<file path="config.mk">
export PLATFORM = sky130hd
export DESIGN_NAME = slice_reader
export DESIGN_NICKNAME = d
export VERILOG_FILES = /design/src/rtl/slice_reader_pkg.sv /design/src/rtl/slice_reader_counter.sv /design/src/rtl/slice_reader_fifo2.sv /design/src/rtl/slice_reader.sv
export SDC_FILE = /design/constraint.sdc
export NUM_CORES = 1
export LEC_CHECK = 0
export BUFFER_PORTS_ARGS = -buffer_cell sky130_fd_sc_hd__buf_2
export CAP_MARGIN = 10
export CORE_MARGIN = 1
export CORE_UTILIZATION = 50
export CTS_CLUSTER_SIZE = 8
export DETAILED_ROUTE_END_ITERATION = 6
export PLACE_DENSITY = 0.73
export SYNTH_ARGS = -nofsm -noshare
export SYNTH_HDL_FRONTEND = slang
export SYNTH_SLANG_ARGS = --single-unit
</file>
<file path="constraint.sdc">
create_clock -name clk -period 4.8 [get_ports clk]
set_input_delay 0.72 -clock clk [delete_from_list [all_inputs] [get_ports clk]]
set_output_delay 0.72 -clock clk [all_outputs]
set_load 0.05 [all_outputs]
</file>
<file path="src/rtl/slice_reader_pkg.sv">
// Shared definitions for the slice reader: slice geometry, FSM encoding and
// the width of a tagged FIFO entry.
package slice_reader_pkg;

  localparam int unsigned SLICE_W     = 25;
  localparam int unsigned SLICE_COUNT = 64;

  typedef enum logic [1:0] {
    IDLE  = 2'd0,
    RUN   = 2'd1,
    DRAIN = 2'd2,
    FIN   = 2'd3
  } state_t;

  // A FIFO entry carries the slice data with its address tag in the low bits.
  function automatic int unsigned fifo_width(input int unsigned cnt_bits);
    return SLICE_W + cnt_bits;
  endfunction

endpackage

</file>
<file path="src/rtl/slice_reader_counter.sv">
// Modulo-N up counter with synchronous clear; co flags the final count value.
module CounterModN #(
  parameter int unsigned N = 64,
  parameter int unsigned W = $clog2(N)
) (
  input  logic         clk,
  input  logic         rst,
  input  logic         clr,
  input  logic         en,
  output logic [W-1:0] q,
  output logic         co
);

  localparam logic [W-1:0] Last = W'(N - 1);

  assign co = (q == Last);

  // Count up, wrapping after the final value; clear takes priority over enable.
  always_ff @(posedge clk or posedge rst) begin
    if (rst) begin
      q <= '0;
    end else if (clr) begin
      q <= '0;
    end else if (en) begin
      q <= co ? '0 : q + W'(1);
    end
  end

endmodule

</file>
<file path="src/rtl/slice_reader_fifo2.sv">
// Two-entry FIFO; the head entry is presented combinationally on dout.
module slice_fifo2 #(
  parameter int unsigned W = 31
) (
  input  logic         clk,
  input  logic         rst,
  input  logic         push,
  input  logic [W-1:0] din,
  input  logic         pop,
  output logic [W-1:0] dout,
  output logic         full,
  output logic         empty
);

  logic [W-1:0] entry [2];
  logic         wr_ptr;
  logic         rd_ptr;
  logic [1:0]   cnt;
  logic         do_push;
  logic         do_pop;

  assign full    = (cnt == 2'd2);
  assign empty   = (cnt == 2'd0);
  assign dout    = entry[rd_ptr];
  assign do_pop  = pop && !empty;
  // A push into a full FIFO is only legal when the head leaves in the same cycle.
  assign do_push = push && (!full || do_pop);

  // Storage, pointers and occupancy; simultaneous push and pop keep cnt unchanged.
  always_ff @(posedge clk or posedge rst) begin
    if (rst) begin
      for (int i = 0; i < 2; i++) entry[i] <= '0;
      wr_ptr <= 1'b0;
      rd_ptr <= 1'b0;
      cnt    <= 2'd0;
    end else begin
      if (do_push) begin
        entry[wr_ptr] <= din;
        wr_ptr        <= ~wr_ptr;
      end
      if (do_pop) begin
        rd_ptr <= ~rd_ptr;
      end
      case ({do_push, do_pop})
        2'b10:   cnt <= cnt + 2'd1;
        2'b01:   cnt <= cnt - 2'd1;
        default: cnt <= cnt;
      endcase
    end
  end

endmodule

</file>
<file path="src/rtl/slice_reader.sv">
// Streams the whole slice memory out as a valid/ready beat sequence.
//
//   state | meaning
//   IDLE  | waiting for start, no reads
//   RUN   | issuing reads while buffer + in-flight read leave room
//   DRAIN | all addresses issued, emptying the FIFO
//   FIN   | last beat accepted, done pulses for this one cycle
//
// First beat is visible two rising edges after the edge that samples start:
// read issued in RUN, data returned next cycle, pushed into the FIFO.
module slice_reader
  import slice_reader_pkg::*;
#(
  parameter int unsigned Count   = SLICE_COUNT,
  parameter int unsigned CntBits = $clog2(Count)
) (
  input  logic               clk,
  input  logic               rst,
  input  logic               start,
  output logic               memRead,
  output logic [CntBits-1:0] memAdr,
  input  logic [SLICE_W-1:0] memData,
  output logic               outValid,
  input  logic               outReady,
  output logic [SLICE_W-1:0] outData,
  output logic [CntBits-1:0] outIdx,
  output logic               outLast,
  output logic               busy,
  output logic               done
);

  localparam int unsigned        FifoW   = fifo_width(CntBits);
  localparam logic [CntBits-1:0] LastIdx = CntBits'(Count - 1);

  state_t             state;
  logic               adr_clr;
  logic               adr_en;
  logic               adr_co;
  logic               inflight;
  logic [CntBits-1:0] tag;
  logic               fifo_full;
  logic               fifo_empty;
  logic [FifoW-1:0]   fifo_head;
  logic               pop;
  logic [1:0]         occ;
  logic [2:0]         load;

  assign occ  = fifo_full ? 2'd2 : (fifo_empty ? 2'd0 : 2'd1);
  assign pop  = outValid && outReady;
  // Counting the beat leaving this cycle is what lets a steady stream run back-to-back.
  assign load = {1'b0, occ} + {2'b00, inflight} - {2'b00, pop};

  assign memRead = (state == RUN) && (load < 3'd2);
  assign adr_clr = (state == IDLE) && start;
  // Hold at the final address so it never wraps back to 0.
  assign adr_en  = memRead && !adr_co;

  assign outValid = !fifo_empty;
  assign outData  = fifo_head[FifoW-1:CntBits];
  assign outIdx   = fifo_head[CntBits-1:0];
  assign outLast  = outValid && (outIdx == LastIdx);

  CounterModN #(
    .N (Count),
    .W (CntBits)
  ) u_adr (
    .clk (clk),
    .rst (rst),
    .clr (adr_clr),
    .en  (adr_en),
    .q   (memAdr),
    .co  (adr_co)
  );

  slice_fifo2 #(
    .W (FifoW)
  ) u_fifo (
    .clk   (clk),
    .rst   (rst),
    .push  (inflight),
    .din   ({memData, tag}),
    .pop   (pop),
    .dout  (fifo_head),
    .full  (fifo_full),
    .empty (fifo_empty)
  );

  // Remember that a read is outstanding and which address it was for.
  always_ff @(posedge clk or posedge rst) begin
    if (rst) begin
      inflight <= 1'b0;
      tag      <= '0;
    end else begin
      inflight <= memRead;
      if (memRead) tag <= memAdr;
    end
  end

  // Sequencing FSM with registered busy/done.
  always_ff @(posedge clk or posedge rst) begin
    if (rst) begin
      state <= IDLE;
      busy  <= 1'b0;
      done  <= 1'b0;
    end else begin
      case (state)
        IDLE: begin
          done <= 1'b0;
          if (start) begin
            state <= RUN;
            busy  <= 1'b1;
          end
        end
        RUN: begin
          if (memRead && adr_co) state <= DRAIN;
        end
        DRAIN: begin
          if (pop && outLast) begin
            state <= FIN;
            done  <= 1'b1;
          end
        end
        FIN: begin
          state <= IDLE;
          busy  <= 1'b0;
          done  <= 1'b0;
        end
        default: begin
          state <= IDLE;
          busy  <= 1'b0;
          done  <= 1'b0;
        end
      endcase
    end
  end

endmodule
</file>
Word level (Yosys, flattened, before mapping)
Index checks and enable logic that the tools add are counted.
Widths: inputs -> output; s select.

storage, ports and cells
  logic and storage cells = 79
  register bits = 83
  input bits = 29

cells by class
  bitwise logic cells = 4
  mux-type cells = 20
  $lt $le $gt $ge = 4
  reduce and logical (&&, ||, !) cells = 24
  equality and inequality tests = 11
  $add $sub $neg = 5

operators by type and width
  operator             number
  $mux 31              4
  $bwmux 62            1
  $demux 31 s1         1
  $mux 6               3
  $eq 6x6->1 const B   2
  $logic_and 1x1->1    10
  $eq 2x2->1 const B   4
  $mux 2               4
  $pmux 2 s4           1
  $reduce_bool 2->1    4
  $add 6x1->6 const B  1
  $eq 2x1->1 const B   2
  $ge 2x2->1 const B   2
  $logic_not 2->1      2
  $ne 2x2->1 const B   2
  $not 1->2            2
  $pmux 1 s2           2
  $pmux 2 s2           1
  $reduce_and 2->1     2
  $add 2x1->3          1
  $logic_not 1->1      3
  $lt 3x2->1 const B   1
  $mux 1               3
  $reduce_and 3->1     1
  other kinds (8)      9

Logic depth before layout (Yosys ltp)
  depth in word-level cells = 10
  gate-level depth with buffers = 11
  gate-level depth less buffers = 11

Hierarchy
From an unflattened synthesis, not the netlist that was laid out.

second synthesis, totals
  cell total of the unflattened synthesis = 277
  area, all modules = 4007.6 sq um

modules (own cells, without submodules)
  module        seq. area each (sq um)  cells each  area an instance (sq um)  times used
  slice_fifo2   1651.6                  185         3032.9                    1
  slice_reader  275.3                   57          650.6                     1
  CounterModN   150.1                   35          324.1                     1

Worst setup path before layout
No wires, ideal clock.

  path kind = reg2out
  start = register u_fifo.rd_ptr
  end = output outLast
  slack = 1.960 ns
  stages on the path, launching flop included = 5
  data arrival time = 2.120 ns
  cells stage by stage = dfrtp_1 -> buf_6 -> nand2b_4 -> or2_1 -> a221oi_1

on the way
  longest elaborated chain between the ends = 6

ends and longest elaborated chain
  element                                      RTL line                  source
  start: declaration                           slice_reader_fifo2.sv:17  logic rd_ptr;
  start signal: assignment                     slice_reader_fifo2.sv:42  rd_ptr <= ~rd_ptr;
  $not 1->2 (not written as such)              slice_reader_fifo2.sv:24  assign dout = entry[rd_ptr];
  $mux 31 (not written as such) (3 in series)  slice_reader_fifo2.sv:24
  $eq 6x6->1                                   slice_reader.sv:61        assign outLast = outValid && (outIdx == LastIdx);
  $logic_and 1x1->1                            slice_reader.sv:61
  end: declaration                             slice_reader.sv:27        output logic outLast,

No other way between the ends. The select of a mux whose other input is x is not followed.

Worst setup path after layout
  start = register u_fifo.cnt[1]
  end = output memRead

on the way
  longest elaborated chain between the ends = 7
  elaborated cells between the ends (all ways) = 10

ends and longest elaborated chain
  element                   RTL line                  source
  start: declaration        slice_reader_fifo2.sv:18  logic [1:0] cnt;
  start signal: assignment  slice_reader_fifo2.sv:45  2'b10: cnt <= cnt + 2'd1;
  start signal: assignment  slice_reader_fifo2.sv:46  2'b01: cnt <= cnt - 2'd1;
  start signal: assignment  slice_reader_fifo2.sv:47  default: cnt <= cnt;
  $logic_not 2->1           slice_reader_fifo2.sv:23  assign empty = (cnt == 2'd0);
  $mux 1                    slice_reader.sv:48        assign occ = fifo_full ? 2'd2 : (fifo_empty ? 2'd0 : 2'd1);
  $mux 2                    slice_reader.sv:48
  $add 2x1->3               slice_reader.sv:51        assign load = {1'b0, occ} + {2'b00, inflight} - {2'b00, pop};
  $sub 3x1->3 (*)           slice_reader.sv:51
  $lt 3x2->1 (*)            slice_reader.sv:53        assign memRead = (state == RUN) && (load < 3'd2);
  $logic_and 1x1->1 (*)     slice_reader.sv:53
  end: declaration          slice_reader.sv:20        output logic memRead,

Every way passes the cells marked *; elsewhere a longest branch is shown, timed or not.

==> run_results.csv <==
group,metric,value,unit
run_status,status,"finished, final reports clean",
global_route,grt_max_degree,49,
power_and_ir_drop,power.internal,0.0009981,W
die,die-area,0.007927,sq mm
die,die_height,89.04,microns
clocking,path_clk_slew,0.08,ns
detailed_routing,routedWlPerCell,15.20,microns
power_and_ir_drop,seq_power_share,0.555,
clocking,insertion_delay,0.35,ns
logic_synthesis,ys_types,36,
clocking,clockBufferDepth,2,
worst_setup_path,worstPathRequired,4.08,ns
finish,multiInputGateArea,0.001619,sq mm
finish,n_fill_cell,617,
die,io_pins,71,
logic_synthesis,synth_area,0.003787,sq mm
worst_setup_path,setup.worst_path.class,"flip-flop to output port",
finish,nets,381,
clocking,cts_hold_buf,0,
timing,whs,0.4757,ns
place,port_buffers,70,
worst_setup_path,cp_max_fo,7,
finish,drive_gt1_frac,0.5645,
finish,fin_area,0.004457,sq mm
global_route,overflow,0,
die,rows,31,
logic_synthesis,synth_top_cell_by_area,"dfrtp_1",
power_and_ir_drop,switchingPower,0.0002613,W
place,dp_cells,433,
logic_synthesis,synthesis.nets,305,
finish,final_cells,448,
power_and_ir_drop,p_clk_frac,0.421,
die,initial_utilization,0.5194,
logic_synthesis,ys_warn_count,0,
finish,layout_commonest_cell,"mux2_2",
worst_setup_path,cp_cell_sequence,"nor2_1 -> inv_1 -> nand2_1 -> inv_1 -> ha_1 -> nand2b_1 -> xnor3_2 -> nand2_4 -> inv_2 -> buf_2",
timing,finalSetupViolations,0,
detailed_routing,vias_per_cell,5.219,
detailed_routing,vias,2338,
place,gp_congestion,0.8367,
clocking,cts_root_buffer,"clkbuf_8",
worst_setup_path,crit_top_cell,"inv_1",
finish,diodes,0,
timing,rsz0062_at_grt,"false",
global_route,antenna_found_initial,0,
clocking,cts_setup_buffers,0,
global_route,grt_pass1_vias,2325,
detailed_routing,routed_wl,6.811,mm
logic_synthesis,syn_inst,269,
power_and_ir_drop,p_per_area,282.6,mW/mm^2
finish,most-common-layout-cells,"mux2_2, dfrtp_1, buf_2",
timing,clock.fmax,317.8,MHz
clocking,cts_resized,0,
power_and_ir_drop,swShare,0.2075,
place,dp_hpwl,4.714,mm
power_and_ir_drop,ir_drop,0.1873,mV
place,preCtsSetupSlack,1.843,ns
worst_setup_path,worstPathArrival,2.43,ns
clocking,clkSinkCount,83,
logic_synthesis,synth_top_cells_by_area,"dfrtp_1, mux2_2, ha_1",
global_route,grt_pass1_wl,11.03,mm
worst_setup_path,crit_family,"simple AND/OR/NAND/NOR gates",
run,cap_violations,0,
clocking,cts_tree,"done",
logic_synthesis,synth_top_area_share,0.5484,
clocking,numCtsBuffers,9,
power_and_ir_drop,p_comb_frac,0.024,
timing,finalMaxSlewViolations,0,
timing,setup_slack,1.654,ns
logic_synthesis,ys_seq_area_frac,0.5484,
logic_synthesis,syn_area_per_cell,14.08,sq um
worst_setup_path,cp-start-kind,"flip-flop",
finish,regArea,0.002077,sq mm
worst_setup_path,slowest_delay,0.44,ns
timing,finalCritPeriodShare,0.6555,
detailed_routing,firstDrtPassIters,4,
die,core_area,0.007292,sq mm
detailed_routing,ant_nets,0,
worst_setup_path,cp.buffers_inverters,4,
detailed_routing,drt_iter0_markers,79,
timing,hold_viol,0,
die,die_w,89.04,microns
timing,worst_pin_slew,0.7972,ns
power_and_ir_drop,p_leak,2.426,nW
timing,clock_skew,0.008892,ns
worst_setup_path,endpoint_kind,"output port",
min_path,holdCritPathClass,"primary input to asynchronous set/reset pin",
timing,fin_setup_tns,0,ns
clocking,cts_max_level,3,
finish,area_growth,17.67,%
worst_setup_path,cp_slowest_cell,"dfrtp_1",
place,place_area,0.004250,sq mm
timing,slew_headroom,0.4679,
logic_synthesis,synth-seq-cells,83,
timing,finalCriticalPeriod,3.146,ns
detailed_routing,drc,0,
global_route,grt_util_all_layers,0.1865,
==> Yosys cell counts <==
cell type,instances
o32a_2,1
o21ai_0,2
nand2_4,1
a21oi_1,3
clkbuf_1,3
nand2b_1,1
and3_1,3
a221o_1,1
o31ai_1,1
or2_1,1
inv_1,10
inv_2,1
o22ai_1,1
xnor3_2,1
mux2_2,98
and4b_1,1
a221oi_1,2
a221oi_2,1
nor3_1,2
dfrtp_1,83
nor2_1,7
or2_2,1
nand2b_4,2
buf_2,6
o211ai_1,1
mux2i_1,1
a41oi_1,2
nand3_1,6
xnor2_1,4
xor2_1,4
buf_6,1
nand2_1,6
and4_1,1
ha_1,7
nand4_1,2
nand3b_1,1
==> sequential cells by signal (all words and copies together) (netlist names) <==
register and cells:
u_fifo.cnt 2, u_fifo.rd_ptr 1, done 1, u_fifo.wr_ptr 1, busy 1, inflight 1, tag 6, u_fifo.entry 62
state 2, u_adr.q 6
==> kinds of logic after synthesis <==
logic type / Yosys count / share of synthesized area
adder cells (fa/ha/maj): 7 / 0.02312
multiplexers: 99 / 0.2940
XOR/XNOR: 9 / 0.02477
buffers and inverters: 21 / 0.02478
AND/OR/NAND/NOR: 35 / 0.05386
AO/OA/AOI/OAI: 15 / 0.03106
flip-flops: 83 / 0.5484
==> area by class of cell <==
class	instances	area share
clock inverter	5	0.01769
multi-input combinational	165	0.3633
tap	99	0.02779
timing repair buffer	75	0.08703
inverter	11	0.009545
sequential	83	0.4660
clock buffer	10	0.02864
==> metal layers <==
layer	track usage	vias to the layer above	routed length, microns	share of wire
met5	0	-	0	0
met4	0.07359	0	49	0.0072
met3	0.05355	4	315	0.046
met2	0.3112	46	3281	0.48
met1	0.2304	1168	3165	0.46
li1	-	1120	-	-
==> power groups by stage <==
stage | Clock [W] | Combinational (W) | Sequential [W]
global placement | 0 | 0.0000310 | 0.000713
floorplan | 0 | 0.0000114 | 0.000715
detailed placement | 0 | 0.0000320 | 0.000713
CTS | 0.000543 | 0.0000319 | 0.000699
finish | 0.000530 | 0.0000303 | 0.000699
global route | 0.000570 | 0.0000361 | 0.000699
==> stage by stage <==
stage	utilization	power, W
final	0.6112	0.001259
after global placement	0.5829	0.0007441
after global routing	0.6112	0.001305
after CTS	0.6112	0.001274
after floorplan	-	0.0007261
after detailed placement	0.5829	0.0007451
==> worst paths after layout <==
kind,from,to,slack (ns),depth (start not counted)
setup / recovery,u_fifo.cnt[1]$_DFFE_PP0P_,memRead,1.65,10
hold / removal,rst,busy$_DFFE_PP0P_,0.48,2
hold reg to reg,busy$_DFFE_PP0P_,busy$_DFFE_PP0P_,0.48,2
min in group clk,busy$_DFFE_PP0P_,busy$_DFFE_PP0P_,0.48,2
setup reg to reg,u_fifo.cnt[1]$_DFFE_PP0P_,state[1]$_DFFE_PP0P_,2.46,10
max in group asynchronous,rst,u_fifo.entry[15]$_DFFE_PP0P_,3.37,3
Note: power is estimated with default switching activity, not from simulation.
